<file path="src/rtl/fp_adder_queue_driver_if.sv">
// fp_adder_queue_driver_if: request/response handshake bundle for fp_adder_queue_driver
//   req_*  : valid/ready request carrying operands, subtract flag and tag
//   resp_* : valid/ready tagged FP32 result
//   master : requester side, slave : driver side
interface fp_adder_queue_driver_if #(parameter int TAG_W = 4);
  logic             req_valid, req_ready, req_sub, resp_valid, resp_ready;
  logic [31:0]      req_a, req_b, resp_z;
  logic [TAG_W-1:0] req_tag, resp_tag;
  modport master (output req_valid, req_a, req_b, req_sub, req_tag, resp_ready,
                  input  req_ready, resp_valid, resp_z, resp_tag);
  modport slave  (input  req_valid, req_a, req_b, req_sub, req_tag, resp_ready,
                  output req_ready, resp_valid, resp_z, resp_tag);
endinterface

</file>
<file path="src/rtl/fp_adder_queue_driver.sv">
// fp_adder_queue_driver: queued, tagged valid/ready front end around an FSM-based FP32 stb/ack adder core
//   clk, rst_n  : clock, synchronous active-low reset (the core sees ~rst_n)
//   bus (slave) : req_* requests in, resp_* tagged results out, both valid/ready
//   busy        : something queued, in flight or awaiting delivery
//   outstanding : requests accepted but not yet delivered
module fp_adder_queue_driver #(
  parameter int DEPTH = 4,
  parameter int TAG_W = 4
) (
  input  logic                     clk,
  input  logic                     rst_n,
  fp_adder_queue_driver_if.slave   bus,
  output logic                     busy,
  output logic [$clog2(DEPTH+2):0] outstanding
);
  localparam int PW = $clog2(DEPTH);
  localparam int CW = $clog2(DEPTH + 1);
  localparam int OW = $clog2(DEPTH + 2) + 1;
  typedef enum logic [1:0] {IDLE, SEND_A, SEND_B, WAIT_Z} state_t;
  typedef enum logic [2:0] {GET_A, GET_B, ALIGN, NORM, ROUND, PUT_Z} core_state_t;
  state_t           state_q, state_d;
  logic [63+TAG_W:0] mem_q [DEPTH];
  logic [PW-1:0]    wr_ptr_q, wr_ptr_d, rd_ptr_q, rd_ptr_d;
  logic [CW-1:0]    fifo_count_q, fifo_count_d;
  logic [OW-1:0]    out_q, out_d;
  logic [31:0]      a_q, a_d, b_q, b_d, resp_z_q, resp_z_d;
  logic [TAG_W-1:0] tag_q, tag_d, resp_tag_q, resp_tag_d;
  logic             resp_valid_q, resp_valid_d, push, pop, deliver;
  logic             a_stb, b_stb, a_ack, b_ack, z_stb, z_ack;
  core_state_t      cs_q, cs_d;
  logic [31:0]      ca_q, ca_d, cb_q, cb_d, cz_q, cz_d, big, sml;
  logic [27:0]      sum_q, sum_d, sum;
  logic [9:0]       e_q, e_d, e_r;
  logic             s_q, s_d, a_nan, b_nan, a_inf, b_inf, a_big;
  logic [7:0]       e_big, e_sml, d;
  logic [23:0]      m_big, m_sml;
  logic [26:0]      ext, al;
  logic [24:0]      mr;
  assign bus.req_ready   = rst_n && fifo_count_q < CW'(DEPTH);
  assign bus.resp_valid  = resp_valid_q;
  assign bus.resp_z      = resp_z_q;
  assign bus.resp_tag    = resp_tag_q;
  assign outstanding     = out_q;
  assign push    = bus.req_valid && bus.req_ready;
  assign pop     = state_q == IDLE && fifo_count_q != '0;
  assign deliver = resp_valid_q && bus.resp_ready;
  assign a_stb   = state_q == SEND_A;
  assign b_stb   = state_q == SEND_B;
  assign z_ack   = state_q == WAIT_Z && z_stb && (!resp_valid_q || bus.resp_ready);
  assign busy    = fifo_count_q != '0 || state_q != IDLE || resp_valid_q;
  // Subtraction is folded into a sign flip of B so the core only ever adds.
  always_ff @(posedge clk)
    if (push) mem_q[wr_ptr_q] <= {bus.req_a, bus.req_b ^ {bus.req_sub, 31'd0}, bus.req_tag};
  always_comb begin
    {a_d, b_d, tag_d} = pop ? mem_q[rd_ptr_q] : {a_q, b_q, tag_q};
    wr_ptr_d     = wr_ptr_q + PW'(push);
    rd_ptr_d     = rd_ptr_q + PW'(pop);
    fifo_count_d = fifo_count_q + CW'(push) - CW'(pop);
    out_d        = out_q + OW'(push) - OW'(deliver);
    resp_valid_d = z_ack || (resp_valid_q && !bus.resp_ready);
    resp_z_d     = z_ack ? cz_q : resp_z_q;
    resp_tag_d   = z_ack ? tag_q : resp_tag_q;
    case (state_q)
      IDLE:    state_d = pop ? SEND_A : IDLE;
      SEND_A:  state_d = a_ack ? SEND_B : SEND_A;
      SEND_B:  state_d = b_ack ? WAIT_Z : SEND_B;
      WAIT_Z:  state_d = z_ack ? IDLE : WAIT_Z;
      default: state_d = IDLE;
    endcase
  end
  always_ff @(posedge clk) begin
    if (!rst_n) begin
      state_q      <= IDLE;
      wr_ptr_q     <= '0;
      rd_ptr_q     <= '0;
      fifo_count_q <= '0;
      out_q        <= '0;
      a_q          <= '0;
      b_q          <= '0;
      tag_q        <= '0;
      resp_valid_q <= 1'b0;
      resp_z_q     <= '0;
      resp_tag_q   <= '0;
    end else begin
      state_q      <= state_d;
      wr_ptr_q     <= wr_ptr_d;
      rd_ptr_q     <= rd_ptr_d;
      fifo_count_q <= fifo_count_d;
      out_q        <= out_d;
      a_q          <= a_d;
      b_q          <= b_d;
      tag_q        <= tag_d;
      resp_valid_q <= resp_valid_d;
      resp_z_q     <= resp_z_d;
      resp_tag_q   <= resp_tag_d;
    end
  end
  // Adder core: fetch A, fetch B, align+add, normalise one bit per cycle, round-to-nearest-even, present Z.
  assign a_ack = cs_q == GET_A && a_stb;
  assign b_ack = cs_q == GET_B && b_stb;
  assign z_stb = cs_q == PUT_Z;
  always_comb begin
    a_nan = &ca_q[30:23] && |ca_q[22:0];
    b_nan = &cb_q[30:23] && |cb_q[22:0];
    a_inf = &ca_q[30:23] && ~|ca_q[22:0];
    b_inf = &cb_q[30:23] && ~|cb_q[22:0];
    a_big = ca_q[30:0] >= cb_q[30:0];
    big   = a_big ? ca_q : cb_q;
    sml   = a_big ? cb_q : ca_q;
    // Denormals use exponent 1 with no hidden bit.
    e_big = big[30:23] == 8'd0 ? 8'd1 : big[30:23];
    e_sml = sml[30:23] == 8'd0 ? 8'd1 : sml[30:23];
    m_big = {|big[30:23], big[22:0]};
    m_sml = {|sml[30:23], sml[22:0]};
    d     = e_big - e_sml;
    ext   = {m_sml, 3'b000};
    // Bits shifted out of the 3 guard positions collapse into the sticky LSB.
    al    = d >= 8'd27 ? {26'd0, |m_sml} : (ext >> d) | {26'd0, |(ext << (8'd27 - d))};
    sum   = big[31] == sml[31] ? {1'b0, m_big, 3'b000} + {1'b0, al} : {1'b0, m_big, 3'b000} - {1'b0, al};
    mr    = {1'b0, sum_q[26:3]} + {24'd0, sum_q[2] & (sum_q[1] | sum_q[0] | sum_q[3])};
    e_r   = e_q + {9'd0, mr[24]};
    cs_d  = cs_q;
    ca_d  = ca_q;
    cb_d  = cb_q;
    cz_d  = cz_q;
    sum_d = sum_q;
    e_d   = e_q;
    s_d   = s_q;
    case (cs_q)
      GET_A: if (a_stb) begin
        ca_d = a_q;
        cs_d = GET_B;
      end
      GET_B: if (b_stb) begin
        cb_d = b_q;
        cs_d = ALIGN;
      end
      ALIGN: begin
        cs_d = PUT_Z;
        if (a_nan || b_nan || (a_inf && b_inf && ca_q[31] != cb_q[31])) cz_d = 32'h7FC0_0000;
        else if (a_inf) cz_d = ca_q;
        else if (b_inf) cz_d = cb_q;
        else begin
          sum_d = sum;
          e_d   = {2'd0, e_big};
          s_d   = sum == 28'd0 && ca_q[31] != cb_q[31] ? 1'b0 : big[31];
          cs_d  = NORM;
        end
      end
      NORM:
        if (sum_q[27]) begin
          sum_d = {1'b0, sum_q[27:2], sum_q[1] | sum_q[0]};
          e_d   = e_q + 10'd1;
          cs_d  = ROUND;
        end else if (!sum_q[26] && e_q > 10'd1) begin
          sum_d = {sum_q[26:0], 1'b0};
          e_d   = e_q - 10'd1;
        end else cs_d = ROUND;
      ROUND: begin
        cs_d = PUT_Z;
        cz_d = e_r >= 10'd255 ? {s_q, 8'hFF, 23'd0}
             : {s_q, ((mr[24] | mr[23]) ? e_r[7:0] : 8'd0), (mr[24] ? 23'd0 : mr[22:0])};
      end
      PUT_Z:   cs_d = z_ack ? GET_A : PUT_Z;
      default: cs_d = GET_A;
    endcase
  end
  always_ff @(posedge clk) begin
    if (!rst_n) begin
      cs_q  <= GET_A;
      ca_q  <= '0;
      cb_q  <= '0;
      cz_q  <= '0;
      sum_q <= '0;
      e_q   <= '0;
      s_q   <= 1'b0;
    end else begin
      cs_q  <= cs_d;
      ca_q  <= ca_d;
      cb_q  <= cb_d;
      cz_q  <= cz_d;
      sum_q <= sum_d;
      e_q   <= e_d;
      s_q   <= s_d;
    end
  end
endmodule

</file>
<file path="src/flat_wrapper.sv">
// flat-port wrapper written by rule: the top's interface ports become plain ports
module fp_adder_queue_driver_flat 
#(
  parameter int DEPTH = 4,
  parameter int TAG_W = 4
)
  (clk, rst_n, busy, outstanding, bus_req_valid, bus_req_a, bus_req_b, bus_req_sub, bus_req_tag, bus_resp_ready, bus_req_ready, bus_resp_valid, bus_resp_z, bus_resp_tag);
  fp_adder_queue_driver_if #(.TAG_W(TAG_W)) bus_i ();
  input  logic clk;
  input  logic rst_n;
  output logic busy;
  output logic [$clog2(DEPTH+2):0] outstanding;
  input wire logic [$bits(bus_i.req_valid)-1:0] bus_req_valid;
  input wire logic [$bits(bus_i.req_a)-1:0] bus_req_a;
  input wire logic [$bits(bus_i.req_b)-1:0] bus_req_b;
  input wire logic [$bits(bus_i.req_sub)-1:0] bus_req_sub;
  input wire logic [$bits(bus_i.req_tag)-1:0] bus_req_tag;
  input wire logic [$bits(bus_i.resp_ready)-1:0] bus_resp_ready;
  output wire logic [$bits(bus_i.req_ready)-1:0] bus_req_ready;
  output wire logic [$bits(bus_i.resp_valid)-1:0] bus_resp_valid;
  output wire logic [$bits(bus_i.resp_z)-1:0] bus_resp_z;
  output wire logic [$bits(bus_i.resp_tag)-1:0] bus_resp_tag;
  assign bus_i.req_valid = bus_req_valid;
  assign bus_i.req_a = bus_req_a;
  assign bus_i.req_b = bus_req_b;
  assign bus_i.req_sub = bus_req_sub;
  assign bus_i.req_tag = bus_req_tag;
  assign bus_i.resp_ready = bus_resp_ready;
  assign bus_req_ready = bus_i.req_ready;
  assign bus_resp_valid = bus_i.resp_valid;
  assign bus_resp_z = bus_i.resp_z;
  assign bus_resp_tag = bus_i.resp_tag;
  fp_adder_queue_driver #(.DEPTH(DEPTH), .TAG_W(TAG_W)) u_core (.clk(clk), .rst_n(rst_n), .bus(bus_i), .busy(busy), .outstanding(outstanding));
endmodule
</file>
<file path="config.mk">
export PLATFORM = sky130hd
export DESIGN_NAME = fp_adder_queue_driver_flat
export DESIGN_NICKNAME = d
export VERILOG_FILES = /design/src/rtl/fp_adder_queue_driver_if.sv /design/src/rtl/fp_adder_queue_driver.sv /design/src/flat_wrapper.sv
export SDC_FILE = /design/constraint.sdc
export NUM_CORES = 1
export LEC_CHECK = 0
export CAP_MARGIN = 25
export CORE_ASPECT_RATIO = 1.25
export CORE_MARGIN = 5
export CORE_UTILIZATION = 40
export DETAILED_ROUTE_END_ITERATION = 7
export PLACE_DENSITY_LB_ADDON = 0.2
export SLEW_MARGIN = 20
export SYNTH_ARGS = -nofsm -noshare
export SYNTH_HDL_FRONTEND = slang
export SYNTH_SLANG_ARGS = --single-unit
</file>
<file path="constraint.sdc">
create_clock -name clk -period 14.7 [get_ports clk]
set_clock_uncertainty 0.2 [all_clocks]
set_input_delay 2.94 -clock clk [delete_from_list [all_inputs] [get_ports clk]]
set_output_delay 2.94 -clock clk [all_outputs]
set_load 0.01 [all_outputs]
</file>
## Yosys cells after proc, flatten, opt, wreduce, memory -nomap -nowiden

Memories as Yosys holds them, arrays and structs flattened. A register that Yosys moved wholly into a read port is not among the register bits.
Index checks and enable logic that the tools add are counted.

- Flip-flop bits (word level): 188
- Bits in latches: 0
- Memory bits (writable): 272
- ROM bits: 0
- Bits of input ports: 73
- Output and inout port bits: 43
- Word-level logic and storage cells: 160
- Memories kept: 1

- $add $sub $neg: 14
- Multiply operators: 0
- Divide/modulo/power cells: 0
- $lt $le $gt $ge: 5
- Eq/ne operators: 18
- Shift-type cells: 2
- Multiplexer cells: 42
- Bitwise gates (word level): 9
- Reduce and logical (&&, ||, !) cells: 53

Memories:

| memory | depth | width | rd ports | clocked after memory_dff | wr ports | line | source |
|---|---|---|---|---|---|---|---|
| u_core.mem_q | 4 | 68 | 1 | 1 | 1 | fp_adder_queue_driver.sv:22 | `logic [63+TAG_W:0] mem_q [DEPTH];` |

Operators by type and width:

| cell | count |
|---|---|
| 2-to-1 mux 28 bit | 6 |
| 2-to-1 mux 32 bit | 5 |
| one-hot mux 32 bit (2 select lines) | 1 |
| one-hot mux 28 bit (2 select lines) | 1 |
| 2-to-1 mux 10 bit | 5 |
| OR reduction 23 bit | 2 |
| bitwise XOR 32 bit | 1 |
| >= comparator 31 bit | 1 |
| 2-to-1 mux 31 bit | 1 |
| OR reduction 31 bit | 1 |
| adder 27 x 27 -> 28 bit | 1 |
| zero test 28 bit | 1 |
| subtractor 27 x 27 -> 28 bit | 1 |
| 2-to-1 mux 27 bit | 1 |
| bitwise OR 27 x 1 -> 27 bit | 1 |
| OR reduction 27 bit | 1 |
| left shift 27 x 8 -> 27 bit | 1 |
| right shift 27 x 8 -> 27 bit | 1 |
| adder 24 x 1 -> 25 bit | 1 |
| 2-to-1 mux 3 bit | 8 |
| 2-to-1 mux 8 bit | 3 |
| 2-to-1 mux 23 bit | 1 |
| one-hot mux 10 bit (2 select lines) | 1 |
| one-hot mux 3 bit (6 select lines) | 1 |
| 46 further kinds | 96 |

## Longest topological paths before layout

Gate-level depths: netlist of run 1.

- Depth after elaboration: 16
- Depth in mapped cells: 54
- Gate-level depth less buffers: 48

## Least setup slack after synthesis of run 1

Ideal clock, no wire load.

- Path type: flip-flop to flip-flop
- Start: register u_core.cb_q[8]
- End: register u_core.s_q
- Setup time: 0.128 ns
- Arrival time: 10.133 ns
- Required time: 14.372 ns
- Setup slack: 4.239 ns
- Stages on the path, launching flop included: 51
- Buffers on the path: 12
- Clock period less this slack: 10.461 ns
- Cells stage by stage: dfxtp_1 -> inv_1 -> ha_1 -> nand4_1 -> nor4_2 -> a211oi_2 -> and3_1 -> buf_6 -> nand2_2 -> buf_2 -> buf_2 -> clkbuf_1 -> nor2_1 -> a21oi_1 -> nand4_1 -> or4_1 -> and2_1 -> ha_1 -> (+15 left out) -> o21ai_0 -> a21oi_1 -> o21ai_0 -> a2111oi_0 -> o211ai_1 -> nand3_1 -> nand3_1 -> a31oi_1 -> o22ai_1 -> o31ai_1 -> a21oi_1 -> nor2_1 -> o21ai_0 -> o31ai_1 -> xor2_1 -> nand3_1 -> nor4bb_1 -> a31oi_1

- Word-level cells in the longest chain between the ends: 15
- Elaborated cells between the ends (all ways): 36
- Those cells by class: 4 x add/sub; 2 x order compare; 1 x eq/ne; 2 x shift; 7 x mux; 3 x bitwise; 17 x reduce/logical

Ends and longest elaborated chain:

| item | line | source |
|---|---|---|
| start: declaration | fp_adder_queue_driver.sv:31 | `logic [31:0] ca_q, ca_d, cb_q, cb_d, cz_q, cz_d, big, sml;` |
| start signal: assignment | fp_adder_queue_driver.sv:172 | `cb_q <= '0;` |
| start signal: assignment | fp_adder_queue_driver.sv:180 | `cb_q <= cb_d;` |
| >= comparator 31 bit | fp_adder_queue_driver.sv:107 | `a_big = ca_q[30:0] >= cb_q[30:0];` |
| 2-to-1 mux 32 bit (on tied branches) | fp_adder_queue_driver.sv:108, fp_adder_queue_driver.sv:109 |  |
| zero test 8 bit (on tied branches) | fp_adder_queue_driver.sv:111, fp_adder_queue_driver.sv:112 |  |
| 2-to-1 mux 8 bit (on tied branches) | fp_adder_queue_driver.sv:111, fp_adder_queue_driver.sv:112 |  |
| subtractor 8 bit | fp_adder_queue_driver.sv:115 | `d = e_big - e_sml;` |
| subtractor 5 x 8 -> 8 bit | fp_adder_queue_driver.sv:118 | `al = d >= 8'd27 ? {26'd0, \|m_sml} : (ext >> d) \| {26'd0, \|(ext << (8'd27 - d))};` |
| left shift 27 x 8 -> 27 bit | fp_adder_queue_driver.sv:118 |  |
| OR reduction 27 bit | fp_adder_queue_driver.sv:118 |  |
| bitwise OR 27 x 1 -> 27 bit | fp_adder_queue_driver.sv:118 |  |
| 2-to-1 mux 27 bit | fp_adder_queue_driver.sv:118 |  |
| subtractor 27 x 27 -> 28 bit or adder 27 x 27 -> 28 bit (tied branches) | fp_adder_queue_driver.sv:119 | `sum = big[31] == sml[31] ? {1'b0, m_big, 3'b000} + {1'b0, al} : {1'b0, m_big, 3'b000} - {1'b0, al};` |
| 2-to-1 mux 28 bit | fp_adder_queue_driver.sv:119 |  |
| zero test 28 bit | fp_adder_queue_driver.sv:146 | `s_d = sum == 28'd0 && ca_q[31] != cb_q[31] ? 1'b0 : big[31];` |
| logical AND 1 bit | fp_adder_queue_driver.sv:146 |  |
| 2-to-1 mux 1 bit | fp_adder_queue_driver.sv:146 |  |
| end signal: assignment | fp_adder_queue_driver.sv:176 | `s_q <= 1'b0;` |
| end signal: assignment | fp_adder_queue_driver.sv:184 | `s_q <= s_d;` |
| end: declaration | fp_adder_queue_driver.sv:34 | `logic s_q, s_d, a_nan, b_nan, a_inf, b_inf, a_big;` |

Several ways; a longest one is shown, not always the timed one.
A chain may end at the register's enable or synchronous reset.

## Final worst setup path of run 1

- Start: register u_core.cb_q[25]
- End: register u_core.s_q

Same word-level chain as after synthesis.

==> summary.txt, run 1 <==
STA
  – Final setup vio count: 0
  – Crit share post-route: 79.1%
  – Fin crit period: 11.63 ns
  – Max Slew Vio Count: 0
  – Setup TNS: 0 ns
  – Fmax: 86.0 MHz
  – RSZ-0062 raised after global routing: false
  – Count of final hold-check violations: 0
  – Final worst slack: 3.07 ns
  – Worst-margin pin slew: 1.04 ns
  – Slew headroom: 30.3%

Logic synthesis
  – Avg Synthesized Cell Area: 9.82 sq um
  – Post-synthesis sequential area ratio: 46.2%
  – Main synth FF type: edfxtp_1
  – Ys async rst share: 0%
  – Synth Register Bits: 528
  – Post-synth EDFFs: 272
  – Syn Inst Count: 2,928
  – Post-synth cell types: 95
  – Synth warn: 0
  – Syn Nets: 3,107
  – Mapped cell area: 28,800 sq um

GRT
  – Pin count of the biggest net entering global routing: 100
  – Gr usage total: 20.8%
  – First-pass GRT wire length: 129,000 um
  – Overflow after GRT: 0
  – Number of global-route vias before repair: 22,100
  – Initial antenna violation count: 0

Route
  – DR vias: 22,200
  – DRC: 0
  – Initial detailed-routing violation count: 1,369
  – DRT Pass-1 Iters: 5
  – Remaining antenna violation count: 0
  – WL final: 83,100 um
  – Routed len/inst: 21.1 um
  – Post-DR vias/cell: 5.63

Floorplan
  – Die height: 310 um
  – Core Rows: 110
  – Boundary pin count: 116
  – Total die area: 77,400 sq um
  – Die W: 250 um
  – Initial Util: 40.1%
  – Core area: 71,700 sq um

Clock tree
  – H-tree lvl count: 2
  – CTS buffer count: 53
  – Clock Sinks: 528
  – Post-CTS Setup Inserts: 0
  – Cts hold-fix bufs: 0
  – Root Buffer: clkbuf_16
  – CTS clock-pin slew for the worst setup and hold paths: 0.07 ns
  – Clk buf depth: 3
  – CTS resizes: 0
  – Clk Latency, worst-skew pair: 0.61 ns
  – CTS tree: done

Setup path
  – Slowest cell on the critical path: a2111oi_4
  – Flop2flop setup slack: 3.07 ns
  – Critical path capture point type: register
  – CP max stage delay: 0.70 ns
  – Critical path type: register to register
  – CP max FO: 40
  – Required time worst endpoint: 15.01 ns
  – Crit path launch type: register
  – WP data arrival: 11.93 ns

Placement
  – Cells after DPL: 3,836
  – DP Worst Slack: 3.24 ns
  – Detailed placement HPWL: 60,600 um
  – IO buf count: 115
  – GPL Wtd Cong: 0.959

Layout
  – Layout area overhead: 12.8%
  – # fillers: 6,833
  – Final nets: 3,118
  – Fin util: 45.2%
  – Finished Layout Cells: 3,935
  – Share of cells above drive strength 1: 9.08%
  – ANT cells: 0

Flow run
  – Max cap viols: 0

Worst hold path
  – Class of the worst hold path: register to register

Outcome
  – Outcome: finished, final reports clean
-- worst paths after layout --
check | start | to | cells after the start
worst max-delay path | u_core.cb_q[25] | u_core.s_q | 42
worst min-delay path | u_core.cz_q[31] | u_core.bus.resp_z[31] | 2
worst max register to register | u_core.cb_q[25] | u_core.s_q | 42
worst min register to register | u_core.cz_q[31] | u_core.bus.resp_z[31] | 2
-- layout make-up --
cell class / instances / area, sq um / area share, %
Multi-Input combinational cell: 2085 / 14300 / 44.1
Sequential cell: 528 / 13300 / 41.0
Clock buffer: 80 / 1530 / 4.71
Timing Repair Buffer: 152 / 1450 / 4.47
Tap cell: 952 / 1190 / 3.67
Inverter: 119 / 447 / 1.38
Clock inverter: 19 / 198 / 0.610
-- flip-flops by register name (all words and copies together), names as in the netlist, 28 cells and up --
name	count
u_core.mem_q	272
u_core.a_q	32
u_core.b_q	32
u_core.bus.resp_z	32
u_core.ca_q	32
u_core.cb_q	32
u_core.cz_q	32
u_core.sum_q	28
-- logic make-up (layout without fill, tap and decap cells) --
group,Yosys count,after routing,synth area share [%]
AO/OA/AOI/OAI,714,714,17.0
XOR/XNOR,75,75,2.31
adder cells (fa/ha/maj),106,106,4.72
buffers and inverters,315,370,4.23
flip-flops,528,528,46.2
multiplexers,154,154,8.90
AND/OR/NAND/NOR,1036,1036,16.6
-- placed cells by master, fill, tap and decap left out, drive strengths merged, types with 40 or more instances in the layout --
master / instances
nand3: 72
clkbuf: 80
dfxtp: 256
and3: 49
edfxtp: 272
o21ai: 125
inv: 121
xnor2: 40
a211oi: 53
a21boi: 180
mux4: 79
nor3: 48
nor2b: 54
nor2: 147
mux2i: 52
a21oi: 134
ha: 102
nand2: 520
clkdlybuf4s50: 114
-- through the flow --
stage               instance area (sq um)  hold slack [ns]
finish                              32400            0.255
global route                        32400            0.284
CTS                                 32400            0.264
detailed placement                  30700            0.257
global placement                    30700            0.248
floorplan                           28800            0.238
-- layer usage --
metal  wire (um)  part of all wire, %  vias up  track usage (%)
met5           0                    0        -                0
met4        3790                  4.6        0             8.49
met3        3810                  4.6      159             3.18
met2       40900                   49      561             36.4
met1       34600                   42    10800             25.9
li1            -                    -    10600                -
-- worst max-delay path, delay by kind of cell (launching register included) --
family                   cells  cell delay [ns]
AO/OA/AOI/OAI               16             3.99
XOR/XNOR                     3             0.59
adder cells (fa/ha/maj)      5             1.57
buffers and inverters        5             1.46
flip-flops                   1             0.62
AND/OR/NAND/NOR             13             3.02
-- synthesized netlist by cell type, types with 5 or more instances --
cell type	instances	share of area, %
a2111oi_0	8	0.24
a211oi_1	52	1.4
a21boi_0	180	4.7
a21o_1	23	0.60
a21oi_1	133	2.3
a221oi_1	7	0.21
a22oi_1	29	0.76
a311oi_1	5	0.15
a31o_2	6	0.18
a31oi_1	20	0.44
and2_1	33	0.72
and3_1	48	1.0
buf_1	30	0.39
buf_2	16	0.28
clkbuf_1	148	1.9
dfxtp_1	256	18
edfxtp_1	272	28
ha_1	102	4.4
inv_1	118	1.5
mux2_2	22	0.86
mux2i_1	52	1.8
mux4_2	79	6.2
nand2_1	519	6.8
nand2b_1	19	0.41
nand3_1	71	1.2
nand3b_1	5	0.13
nand4_1	26	0.57
nor2_1	147	1.9
nor2b_1	54	1.2
nor3_1	48	0.84
nor4_1	18	0.39
o211a_1	9	0.31
o211ai_1	14	0.37
o21a_1	11	0.29
o21ai_0	121	2.1
o21bai_1	7	0.18
o221ai_1	6	0.18
o22ai_1	15	0.33
o31ai_1	15	0.39
or3_1	12	0.26
or4_1	7	0.18
xnor2_1	39	1.2
xor2_1	35	1.1
Power of run 1 is not shown: default switching activity piles up to over one toggle a cycle in this logic, so the estimate is an artifact.
==> inputs of run 2 (changes only) <==
==> constraint.sdc (replaced) <==
create_clock -name clk -period 10 [get_ports clk]
set_clock_uncertainty 0.2 [all_clocks]
set_input_delay 2 -clock clk [delete_from_list [all_inputs] [get_ports clk]]
set_output_delay 2 -clock clk [all_outputs]
set_load 0.01 [all_outputs]
==> run 2 against run 1 <==
Maximum frequency grew 23%; setup slack got worse by 2.6 ns; global-route usage up 0.73 points; non-clock buffer count up 165; critical path depth did not move; final area is 4.7% higher; via count grew 2.5%; clock-buffer cell count fell by 8; sequential cell count stayed put; register-to-register slack worse by 2.6 ns; sequential share of layout area is 1.8 points lower; highest routed layer unchanged.
==> summary.txt, run 2 (synthesis results as in run 1) <==
Outcome
  – Outcome: finished, final reports clean

Setup path
  – WP data arrival: 9.78 ns (-2.15 ns)
  – Worst Reg-to-Reg Cells: 42 (unchanged)
  – Reg2reg end: u_core.s_q
  – CP max stage delay: 0.70 ns (about the same)
  – CP max FO: 12 (-70%)
  – Critical path type: register to register
  – Setup crit start: u_core.cb_q[2]
  – R2r startpoint: u_core.cb_q[2]
  – Setup crit end: u_core.s_q
  – Crit path launch type: register
  – Slowest cell on the critical path: fa_2
  – Flop2flop setup slack: 0.52 ns (-2.55 ns)
  – Crit path buf inv count: 8 (+3)
  – Cell family with the largest share of critical-path delay: compound AO/OA/AOI/OAI gates
  – WP depth: 42 (unchanged)
  – Critical path capture point type: register
  – Required time worst endpoint: 10.30 ns (-4.71 ns)

Layout
  – ANT cells: 0 (unchanged)
  – Max reg flops: 272 (unchanged)
  – Layout area overhead: 18.0%
  – Share of cells above drive strength 1: 14.8% (+5.7 points)
  – Top reg by flops: u_core.mem_q
  – Finished Layout Cells: 4,100 (+4.2%)
  – Most common cell after layout, fill and taps aside: nand2_1
  – Final nets: 3,283 (+5.3%)
  – Commonest cells after routing, fill and taps aside: nand2_1 (517), edfxtp_1 (272), dfxtp_1 (247), buf_4 (198), a21boi_0 (180)

Floorplan
  – Total die area: 77,400 sq um (unchanged)
  – Initial Util: 40.1% (unchanged)
  – Core area: 71,700 sq um (unchanged)
  – Die W: 250 um (unchanged)
  – Boundary pin count: 116 (unchanged)
  – Core Rows: 110 (unchanged)
  – Die height: 310 um (unchanged)

Clock tree
  – Cts hold-fix bufs: 0 (unchanged)
  – CTS buffer count: 53 (unchanged)
  – Clock Sinks: 528 (unchanged)
  – CTS clock-pin slew for the worst setup and hold paths: 0.06 ns (about the same)
  – CTS tree: done
  – Clk buf depth: 3 (unchanged)
  – Root Buffer: clkbuf_16
  – Clk Latency, worst-skew pair: 0.63 ns (+0.02 ns)
  – H-tree lvl count: 2 (unchanged)

GRT
  – Initial antenna violation count: 0 (unchanged)
  – Grt met3 use: 2.42% (-0.75 points)
  – First-pass GRT wire length: 134,000 um (+3.5%)
  – Met2 Track Usage GR: 39.2% (+2.8 points)
  – Pin count of the biggest net entering global routing: 113 (+13%)
  – Grt met1 use: 27.0% (+1.0 points)
  – Number of global-route vias before repair: 22,800 (+3.3%)
  – Gr usage total: 21.6% (+0.73 points)
  – Overflow after GRT: 0 (unchanged)
  – GR peak layer: met2

Route
  – Initial detailed-routing violation count: 1,443 (+5.4%)
  – Post-DR vias/cell: 5.54 (-1.6%)
  – Remaining antenna violation count: 0 (unchanged)
  – DR vias: 22,700 (+2.5%)
  – WL final: 86,000 um (+3.6%)
  – DRC: 0 (unchanged)
  – Routed len/inst: 21.0 um (-0.59%)
  – DRT Pass-1 Iters: 5 (unchanged)

Worst hold path
  – Class of the worst hold path: register to register

Placement
  – Detailed placement HPWL: 63,100 um (+4.0%)
  – GPL Wtd Cong: 0.925 (-3.6%)
  – Cells after DPL: 3,993 (+4.1%)
  – IO buf count: 115 (unchanged)

STA
  – Fmax: 106 MHz (+23%)
  – Fin crit period: 9.48 ns (-2.15 ns)
  – Setup TNS: 0 ns (unchanged)
  – Crit share post-route: 94.8% (+16 points)
  – Slew headroom: 28.9% (-1.4 points)
  – Final setup vio count: 0 (unchanged)
  – Max Slew Vio Count: 0 (unchanged)
  – WHS: 0.246 ns (-0.00927 ns)
  – Worst-margin pin slew: 1.06 ns (+0.0206 ns)
  – Count of final hold-check violations: 0 (unchanged)

Flow run
  – Max cap viols: 0 (unchanged)
-- run 2: worst min path at each step --
| stage | from | cells after the start | to |
|---|---|---|---|
| after floorplan | u_core.cz_q[22] | 2 | u_core.bus.resp_z[22] |
| after global placement | u_core.bus.resp_tag[2] | 2 | u_core.bus.resp_tag[2] |
| after detailed placement | u_core.bus.resp_tag[2] | 2 | u_core.bus.resp_tag[2] |
| after CTS | u_core.b_q[21] | 2 | u_core.cb_q[21] |
| after global routing | u_core.a_q[3] | 2 | u_core.ca_q[3] |
| final | u_core.b_q[21] | 2 | u_core.cb_q[21] |
-- run 2: what timing repair did --
action                                  CTS  global route
endpoints found under the setup margin    0             8
endpoints found under the hold margin     0             0
setup buffers                             0             8
resized for setup                         0            38
-- run 2: layer usage --
metal / share of wire (%) / wire [um]
met5: 0 / 0
met4: 3.2 / 2720
met3: 3.7 / 3200
met2: 51 / 43900
met1: 42 / 36200
-- run 2: tightest hold or removal path, cell delays in order (launching register included) --
cell and delay, ns:
dfxtp_1 0.32, nand2_1 0.05, a21boi_0 0.07
-- run 2: through the flow --
stage	util (%)	cell area (sq um)	setup slack, ns
3_5_place_dp	44.5	31900	0.263
5_1_grt	47.3	33900	-0.0364
4_1_cts	47.1	33800	0.243
6_report	47.3	33900	0.522
2_1_floorplan	-	28800	0.00655
3_3_place_gp	44.5	31900	0.448
-- run 2: cell type report --
cell class | count | area (sq um)
inverters | 119 | 447
well taps | 952 | 1190
clock inverters | 27 | 367
multi-input cells | 2085 | 14400
clock buffers | 72 | 1500
fillers | 6802 | 37800
flip-flops and latches | 528 | 13300
repair buffers | 317 | 2700
Power of run 2 is left out for the same reason.
